$ cat config.mk
export PLATFORM = sky130hd
export DESIGN_NAME = vx_dispatch_router
export DESIGN_NICKNAME = d
export VERILOG_FILES = /design/src/rtl/vx_dispatch_router.sv
export SDC_FILE = /design/constraint.sdc
export NUM_CORES = 1
export LEC_CHECK = 0
export BUFFER_PORTS_ARGS = -buffer_cell sky130_fd_sc_hd__clkbuf_2
export CORE_ASPECT_RATIO = 0.8
export CORE_MARGIN = 4
export CORE_UTILIZATION = 46
export DETAILED_ROUTE_END_ITERATION = 10
export HOLD_SLACK_MARGIN = 0.15
export PLACE_DENSITY = 0.67
export SLEW_MARGIN = 5
export SYNTH_ARGS = -nofsm -noshare
export SYNTH_HDL_FRONTEND = slang
export SYNTH_SLANG_ARGS = --single-unit
export TNS_END_PERCENT = 5
$ cat constraint.sdc
create_clock -name clk -period 2.65 [get_ports clk]
set_input_delay 0.1325 -clock clk [delete_from_list [all_inputs] [get_ports clk]]
set_output_delay 0.1325 -clock clk [all_outputs]
set_load 0.02 [all_outputs]
$ cat src/rtl/vx_dispatch_router.sv
// Purpose: routes one issued packet per cycle into NUM_UNITS per-unit FIFOs selected by in_type.
// Latency: a packet accepted at edge N is visible at its unit output in cycle N+1; there is no bypass.
// Backpressure: in_ready drops when the target queue is full or flush is high; illegal types are always taken and dropped.
// Optional feature: define VX_DISPATCH_PERF_EN to add the per-unit stall counters on perf_stalls.
module vx_dispatch_router #(
    parameter int NUM_UNITS     = 4,
    parameter int DATAW         = 64,
    parameter int DEPTH         = 4,
    parameter int TYPE_W        = $clog2(NUM_UNITS),
    parameter int CNT_W         = $clog2(DEPTH + 1),
    parameter int PERF_CTR_BITS = 44
) (
    input  logic                          clk,
    input  logic                          reset,
    input  logic                          flush,
    input  logic                          in_valid,
    output logic                          in_ready,
    input  logic [TYPE_W-1:0]             in_type,
    input  logic [DATAW-1:0]              in_data,
    output logic [NUM_UNITS-1:0]          out_valid,
    output logic [NUM_UNITS*DATAW-1:0]    out_data,
    input  logic [NUM_UNITS-1:0]          out_ready,
    output logic [NUM_UNITS*CNT_W-1:0]    occupancy,
    output logic                          type_err
`ifdef VX_DISPATCH_PERF_EN
    ,
    output logic [NUM_UNITS*PERF_CTR_BITS-1:0] perf_stalls
`endif
);

    localparam int PTR_W = $clog2(DEPTH);

    if (NUM_UNITS < 2 || DEPTH < 2 || (DEPTH & (DEPTH - 1)) != 0 || PERF_CTR_BITS < 1) begin : g_cfg_check
        $error("vx_dispatch_router: unsupported parameter set");
    end

    logic [CNT_W-1:0] count_q [NUM_UNITS];
    logic [CNT_W-1:0] count_d [NUM_UNITS];
    logic [PTR_W-1:0] wptr_q  [NUM_UNITS];
    logic [PTR_W-1:0] wptr_d  [NUM_UNITS];
    logic [PTR_W-1:0] rptr_q  [NUM_UNITS];
    logic [PTR_W-1:0] rptr_d  [NUM_UNITS];
    logic [DATAW-1:0] mem_q   [NUM_UNITS][DEPTH];
    logic             type_err_q;
    logic             type_err_d;
    logic             type_legal;
    logic             sel_full;
    logic [NUM_UNITS-1:0] push;
    logic [NUM_UNITS-1:0] pop;

    // Input readiness from the selected queue's current count, plus per-unit push/pop decode.
    always_comb begin
        type_legal = (32'(in_type) < NUM_UNITS);
        sel_full   = 1'b0;
        for (int u = 0; u < NUM_UNITS; u++) begin
            if (in_type == TYPE_W'(u)) begin
                sel_full = (count_q[u] == CNT_W'(DEPTH));
            end
        end
        // Illegal types are swallowed so a bad packet can never wedge the issue stage.
        in_ready = type_legal ? (!sel_full && !flush) : 1'b1;
        for (int u = 0; u < NUM_UNITS; u++) begin
            push[u] = in_valid && in_ready && !flush && (in_type == TYPE_W'(u));
            pop[u]  = (count_q[u] != '0) && out_ready[u] && !flush;
        end
    end

    // Next-state pointers, counts and sticky error; flush discards this cycle's push and pop.
    always_comb begin
        count_d    = count_q;
        wptr_d     = wptr_q;
        rptr_d     = rptr_q;
        type_err_d = type_err_q || (in_valid && in_ready && !type_legal);
        for (int u = 0; u < NUM_UNITS; u++) begin
            if (flush) begin
                count_d[u] = '0;
                wptr_d[u]  = '0;
                rptr_d[u]  = '0;
            end else begin
                if (push[u]) wptr_d[u] = wptr_q[u] + PTR_W'(1);
                if (pop[u])  rptr_d[u] = rptr_q[u] + PTR_W'(1);
                if (push[u] && !pop[u]) count_d[u] = count_q[u] + CNT_W'(1);
                if (pop[u] && !push[u]) count_d[u] = count_q[u] - CNT_W'(1);
            end
        end
    end

    // Control state registers with synchronous reset.
    always_ff @(posedge clk) begin
        if (reset) begin
            for (int u = 0; u < NUM_UNITS; u++) begin
                count_q[u] <= '0;
                wptr_q[u]  <= '0;
                rptr_q[u]  <= '0;
            end
            type_err_q <= 1'b0;
        end else begin
            count_q    <= count_d;
            wptr_q     <= wptr_d;
            rptr_q     <= rptr_d;
            type_err_q <= type_err_d;
        end
    end

    // Payload storage; not reset because validity is tracked by the counts alone.
    always_ff @(posedge clk) begin
        for (int u = 0; u < NUM_UNITS; u++) begin
            if (push[u]) mem_q[u][wptr_q[u]] <= in_data;
        end
    end

    // Flatten per-unit head, valid and occupancy onto the output buses.
    always_comb begin
        out_valid = '0;
        out_data  = '0;
        occupancy = '0;
        for (int u = 0; u < NUM_UNITS; u++) begin
            out_valid[u]                      = (count_q[u] != '0);
            out_data[u*DATAW +: DATAW]        = mem_q[u][rptr_q[u]];
            occupancy[u*CNT_W +: CNT_W]       = count_q[u];
        end
        type_err = type_err_q;
    end

`ifdef VX_DISPATCH_PERF_EN
    logic [PERF_CTR_BITS-1:0] stall_q [NUM_UNITS];
    logic [PERF_CTR_BITS-1:0] stall_d [NUM_UNITS];

    // Count cycles a valid packet waits on its unit, including waits caused by flush.
    always_comb begin
        stall_d     = stall_q;
        perf_stalls = '0;
        for (int u = 0; u < NUM_UNITS; u++) begin
            if (in_valid && !in_ready && (in_type == TYPE_W'(u))) begin
                stall_d[u] = stall_q[u] + PERF_CTR_BITS'(1);
            end
            perf_stalls[u*PERF_CTR_BITS +: PERF_CTR_BITS] = stall_q[u];
        end
    end

    // Stall counters survive flush; only reset clears them.
    always_ff @(posedge clk) begin
        if (reset) begin
            for (int u = 0; u < NUM_UNITS; u++) stall_q[u] <= '0;
        end else begin
            stall_q <= stall_d;
        end
    end
`endif

endmodule

==> impl_results.md, run 1 <==
- Initial DRC count: ~1600
- Layout Utilization: 0.554
- Primary FF master, synth: edfxtp_1
- Remaining antenna violation count: 0
- Core Area: 83900 um^2
- Clock root cell: clkbuf_16
- Yosys synthesis warning count: 0
- Top cells by area, synth: edfxtp_1 (79%), mux4_2 (15%), dfxtp_1 (1.4%)
- Most frequent cells in the layout: edfxtp_1 (1024), clkbuf_2 (346), mux4_2 (257)
- Vias post-DR: approximately 18000
- Static Leak: roughly 15 nW
- Vias/cell: 5.59
- H-tree levels: 3
- Synth Net Count: 1664
- CP Max Fanout: 35
- Seq/Total Area, Yosys: 0.806
- Crit end category: output pin
- HPWL after DPL: 53300 um
- Post-synth ARST share: 0
- Pwr dens: 707 nW/um^2
- CP Buf/Inv Count: 2
- WL/cell: 27.2 um
- Die ar.: between 80000 and 90000 um^2
- CTS clk-pin slew, worst paths: 0.06 ns
- Antenna violations before repair: 0
- Resized Gates After CTS: 0
- DRC viols: 0
- Fillers: 6287
- Final Setup Violations: 0
- Crit Path Category: reg2out
- Hold Crit Class: in2reg
- PortBufs: about 350
- Register area: 31300 um^2
- CTS tree: built
- Die W: approximately 330 um
- IO Pins: 348
- Peak VDD IR: just under 0.0007 V
- Starting Density: 0.463
- Slew headroom: 0.469
- Clock Latency Late Sink: ~0.64 ns
- Die height: 268 um
- Worst EP arrival: 2.40 ns
- CTS Buf Count: 100
- Total gr overflow: 0
- Biggest area consumer among synthesized cells: edfxtp_1
- Slew @ Worst Pin: 0.797 ns
- Post-Syn Instances: between 1500 and 2000
- Worst-path cell chain: buf_12, mux4_2, clkbuf_2
- Area delta synth->final: 19.6%
- Row cnt: 95
- Top delay family on crit path: flip-flops
- RSZ-0062 raised after global routing: false
- Antenna diodes: 0
- Post-Route Skew: around 0.021 ns
- Final Max Tran Viols: 0
- Area occupied by multi-input gates: 7010 um^2
- Max-cap violation count: 0
- Setup crit start kind: register
- Top cell type's share of synthesized area: 0.791
- Setup TNS: 0 ns
- Avg Inst Size Synth: about 25 um^2
- Largest net degree at the start of global routing: 65
- Crit path largest cell delay: 0.86 ns
- FF+latch count, synth: 1052
- Slowest cell on crit path: dfxtp_4
- Period utilization: 0.955
- First-pass GRT wire length: ~130000 um
- Clock sinks: 1052
- Routability Congestion: about 0.8
- Synth unique cells: 34
- Vias in the first global route: about 19000
- WL final: between 80000 and 90000 um
- Share of cells above drive strength 1: 0.382
- Final hold vios: 0
- Run status: finished clean
- Drt first pass iters: 4
- Number of synthesized flops with an enable pin: approximately 1000
- Total GRT Usage: 0.200
- CTS max path bufs: 3
- Mapped Area: 38900 um^2
- Most common cell after layout, fill and taps aside: edfxtp_1
- FMAX: 395 MHz
- CP required: 2.52 ns
- Fin nets: 2187
- Tmin final: 2.53 ns
cells in the mapped netlist, drive strengths merged, types with 4 or more instances:
library cell / number
or4: 4
a21oi: 24
xor2: 8
nor3b: 4
and3: 16
ha: 20
or3b: 4
nand2b: 4
o31ai: 4
buf: 61
or3: 8
dfxtp: 28
mux4: 257
nand3: 8
fa: 4
nor2: 21
inv: 32
edfxtp: 1024
clkbuf: 5
nor3: 4
o21ai: 16
final timing paths:
check | slack (ns) | to | start | cells after the start
hold reg to reg | 0.53 | wptr_q[0] | wptr_q[0] | 2
setup reg to reg | 0.25 | occupancy[2] | occupancy[2] | 9
setup / recovery | 0.12 | out_data[190] | rptr_q[3] | 3
hold / removal | 0.43 | mem_q[3][37] | in_data[37] | 2
power breakdown:
part	switching, W	internal [W]	leakage [nW]	total [W]
logic	0.000511	0.000257	3.91	0.000768
clock network	0.00587	0.00791	1.53	0.0138
registers	0.0000211	0.0183	9.46	0.0183
state kept, by name (all words and copies together) (netlist names):
name / flops
mem_q: 1024
occupancy: 12
wptr_q: 8
rptr_q: 8
stage by stage:
step / worst slack, ns / instances / hold slack, ns / area [um^2] / power [W]
after floorplan: -0.0659 / 1566 / 0.231 / 38900 / 0.0190
after global placement: 0.418 / 3019 / 0.497 / 42500 / 0.0193
after detailed placement: 0.345 / 3019 / 0.523 / 42500 / 0.0194
after CTS: 0.0289 / 3282 / 0.392 / 46500 / 0.0332
after global routing: 0.00165 / 3283 / 0.435 / 46500 / 0.0340
final: 0.119 / 3283 / 0.426 / 46500 / 0.0329
routing by layer:
layer	part of all wire	global-route usage	routed length, um	vias to the layer above
met3	0.062	0.0416	5540	104
li1	-	-	-	7710
met1	0.43	0.291	38800	9923
met5	0	0	0	-
met4	0.015	0.0391	1320	0
met2	0.49	0.321	43600	604
kinds of logic after synthesis:
| kind of cell | synth area share |
|---|---|
| flip-flops | 0.806 |
| multiplexers | 0.149 |
| buffers and inverters | 0.0160 |
| AND/OR/NAND/NOR | 0.0130 |
| AO/OA/AOI/OAI | 0.00592 |
| adder cells (fa/ha/maj) | 0.00850 |
| XOR/XNOR | 0.00180 |
| other | 0.0000965 |
what timing repair did:
action                      CTS  global route
buffers inserted              0             1
setup endpoints to repair     0             1
hold buffers                 82             0
hold endpoints to repair   1052             0
worst register-to-register path, cell delays in order, from the launching register on:
cell	delay [ns]
dfxtp_1	0.40
nor3b_1	0.43
nor2_1	0.11
inv_1	0.08
ha_1	0.20
inv_1	0.07
fa_1	0.40
xor2_1	0.17
or3_1	0.32
a21oi_1	0.16
final cells by class:
cell class | instances | share of cell area
multi-input combinational | 416 | 0.151
clock inverter | 60 | 0.0117
inverter | 32 | 0.00258
sequential | 1052 | 0.674
clock buffer | 121 | 0.0564
tap | 1115 | 0.0300
timing repair buffer | 487 | 0.0744
Note: power is estimated with default switching activity, not from simulation.
==> run 2: changes to the inputs <==
--- a/config.mk
+++ b/config.mk
@@ -12,6 +12,7 @@
 export DETAILED_ROUTE_END_ITERATION = 10
 export HOLD_SLACK_MARGIN = 0.15
 export PLACE_DENSITY = 0.67
+export SETUP_SLACK_MARGIN = 0.4
 export SLEW_MARGIN = 5
 export SYNTH_ARGS = -nofsm -noshare
 export SYNTH_HDL_FRONTEND = slang
==> impl_results.md, run 2 (same netlist as run 1, synthesis figures left out) <==
- Starting Density: 0.463
- Largest net degree at the start of global routing: 65
- Vias/cell: approximately 5.6
- Register area: 31300 um^2
- Final hold vios: 0
- Final Non-Filler Cells: 3341
- Most frequent cells in the layout: edfxtp_1 (1024), clkbuf_2 (317), mux4_2 (257)
- H-tree levels: 3
- Fillers: 6183
- RSZ-0062 raised after global routing: true
- Total GRT Usage: 0.206
- Post-Route Skew: 0.0211 ns
- Crit end category: output pin
- Row cnt: 95
- Area delta synth->final: 22.4%
- Pwr dens: 692 nW/um^2
- Crit Path Category: reg2out
- Die W: 333 um
- Placed insts: 3019
- Most common cell after layout, fill and taps aside: edfxtp_1
- Switch Pwr: 0.00644 W
- PortBufs: ~350
- Worst EP arrival: 2.16 ns
- Setup crit start kind: register
- Top layer in use: met4
- CP required: 2.52 ns
- Total gr overflow: 0
- Final Max Tran Viols: 0
- Remaining antenna violation count: 0
- Routability Congestion: 0.782
- Initial DRC count: 1831
- Hold Crit Class: in2reg
- Drt first pass iters: 5
- Slew headroom: 0.624
- Wl on met1: between 30000 and 40000 um
- Period utilization: 0.865
- Vias post-DR: about 19000
- Clock power share: 0.419
- Slew @ Worst Pin: roughly 0.56 ns
- CTS tree: built
- Vias in the first global route: 19500
- Antenna violations before repair: 2
- HPWL after DPL: roughly 53000 um
- Static Leak: ~15 nW
- WL met2: 45800 um
- Peak VDD IR: between 0.0006 and 0.0007 V
- Max reg flops: 1024
- Clock root cell: clkbuf_16
- Max-cap violation count: 0
- Routed length on met3: about 7100 um
- CTS max path bufs: 3
- Die ar.: just under 90000 um^2
- Tmin final: 2.29 ns
- Core Area: 83900 um^2
- Switching part of the total: 0.195
- IO Pins: 348
- Die height: 268 um
- FMAX: 436 MHz
- Fin nets: 2243
- First-pass GRT wire length: 134000 um
- WL/cell: 28.2 um
- Setup WS pre-CTS: roughly 0.34 ns
- Sequential fraction of design power: 0.557
- Clock sinks: 1052
- Internal power: 0.0265 W
- CP Max Fanout: 7
- WL final: 94100 um
- Share of cells above drive strength 1: 0.402
- Area occupied by multi-input gates: approximately 7000 um^2
- Final Setup Violations: 0
- Clock Latency Late Sink: 0.65 ns
- DRC viols: 0
- CTS Buf Count: 100
- Run status: finished clean
- Setup ws final: 0.358 ns
- Combinational fraction of design power: 0.024
- CTS clk-pin slew, worst paths: 0.07 ns
## run 2: stage by stage
stage | hold WS [ns] | cell area, um^2 | utilization | power, W | TNS [ns]
final | 0.434 | 47600 | 0.567 | 0.0329 | 0
after global placement | 0.497 | 42500 | 0.506 | 0.0193 | 0
after detailed placement | 0.523 | 42500 | 0.506 | 0.0194 | 0
after CTS | 0.392 | 47000 | 0.560 | 0.0332 | 0
after floorplan | 0.231 | 38900 | - | 0.0190 | -45.43
after global routing | 0.438 | 47600 | 0.567 | 0.0340 | 0
## run 2: repair_timing
item / 4_1_cts / 5_1_grt
gates cloned: 5 / 7
hold endpoints to repair: 1052 / 0
setup endpoints to repair: 259 / 259
buffers inserted: 26 / 19
hold buffers: 82 / 0
resized for setup: 16 / 83
## run 2: worst paths after layout
path | start | endpoint | slack (ns) | depth (start not counted)
worst max-delay path | rptr_q[0] | out_data[215] | 0.36 | 4
worst max register to register | occupancy[11] | occupancy[11] | 0.36 | 9
worst min register to register | wptr_q[5] | wptr_q[5] | 0.53 | 2
worst min-delay path | in_data[37] | mem_q[3][37] | 0.43 | 2
## run 2: final cells by class
class	count	share of cell area
Tap cell	1115	0.0293
Multi-Input combinational cell	416	0.148
Timing Repair Buffer	543	0.0948
Clock buffer	121	0.0551
Antenna cell	2	0.000105
Sequential cell	1052	0.659
Clock inverter	60	0.0114
Inverter	32	0.00252
## run 2: worst max-delay path, stage by stage (launching register included)
cell and delay, ns:
dfxtp_4 0.36, buf_12 0.17, buf_16 0.18, mux4_2 0.57, clkbuf_2 0.20
## run 2: power groups by stage
stage	clock, W	sequential, W	combinational (W)
after CTS	0.0141	0.0183	0.000783
final	0.0138	0.0183	0.000783
after detailed placement	0	0.0187	0.000684
after global placement	0	0.0187	0.000656
after floorplan	0	0.0187	0.000255
after global routing	0.0149	0.0183	0.000845
## run 2: routing by layer
layer	vias up	GRT usage
li1	7830	-
met1	10200	0.301
met2	741	0.331
met3	107	0.0420
met4	0	0.0402
met5	-	0
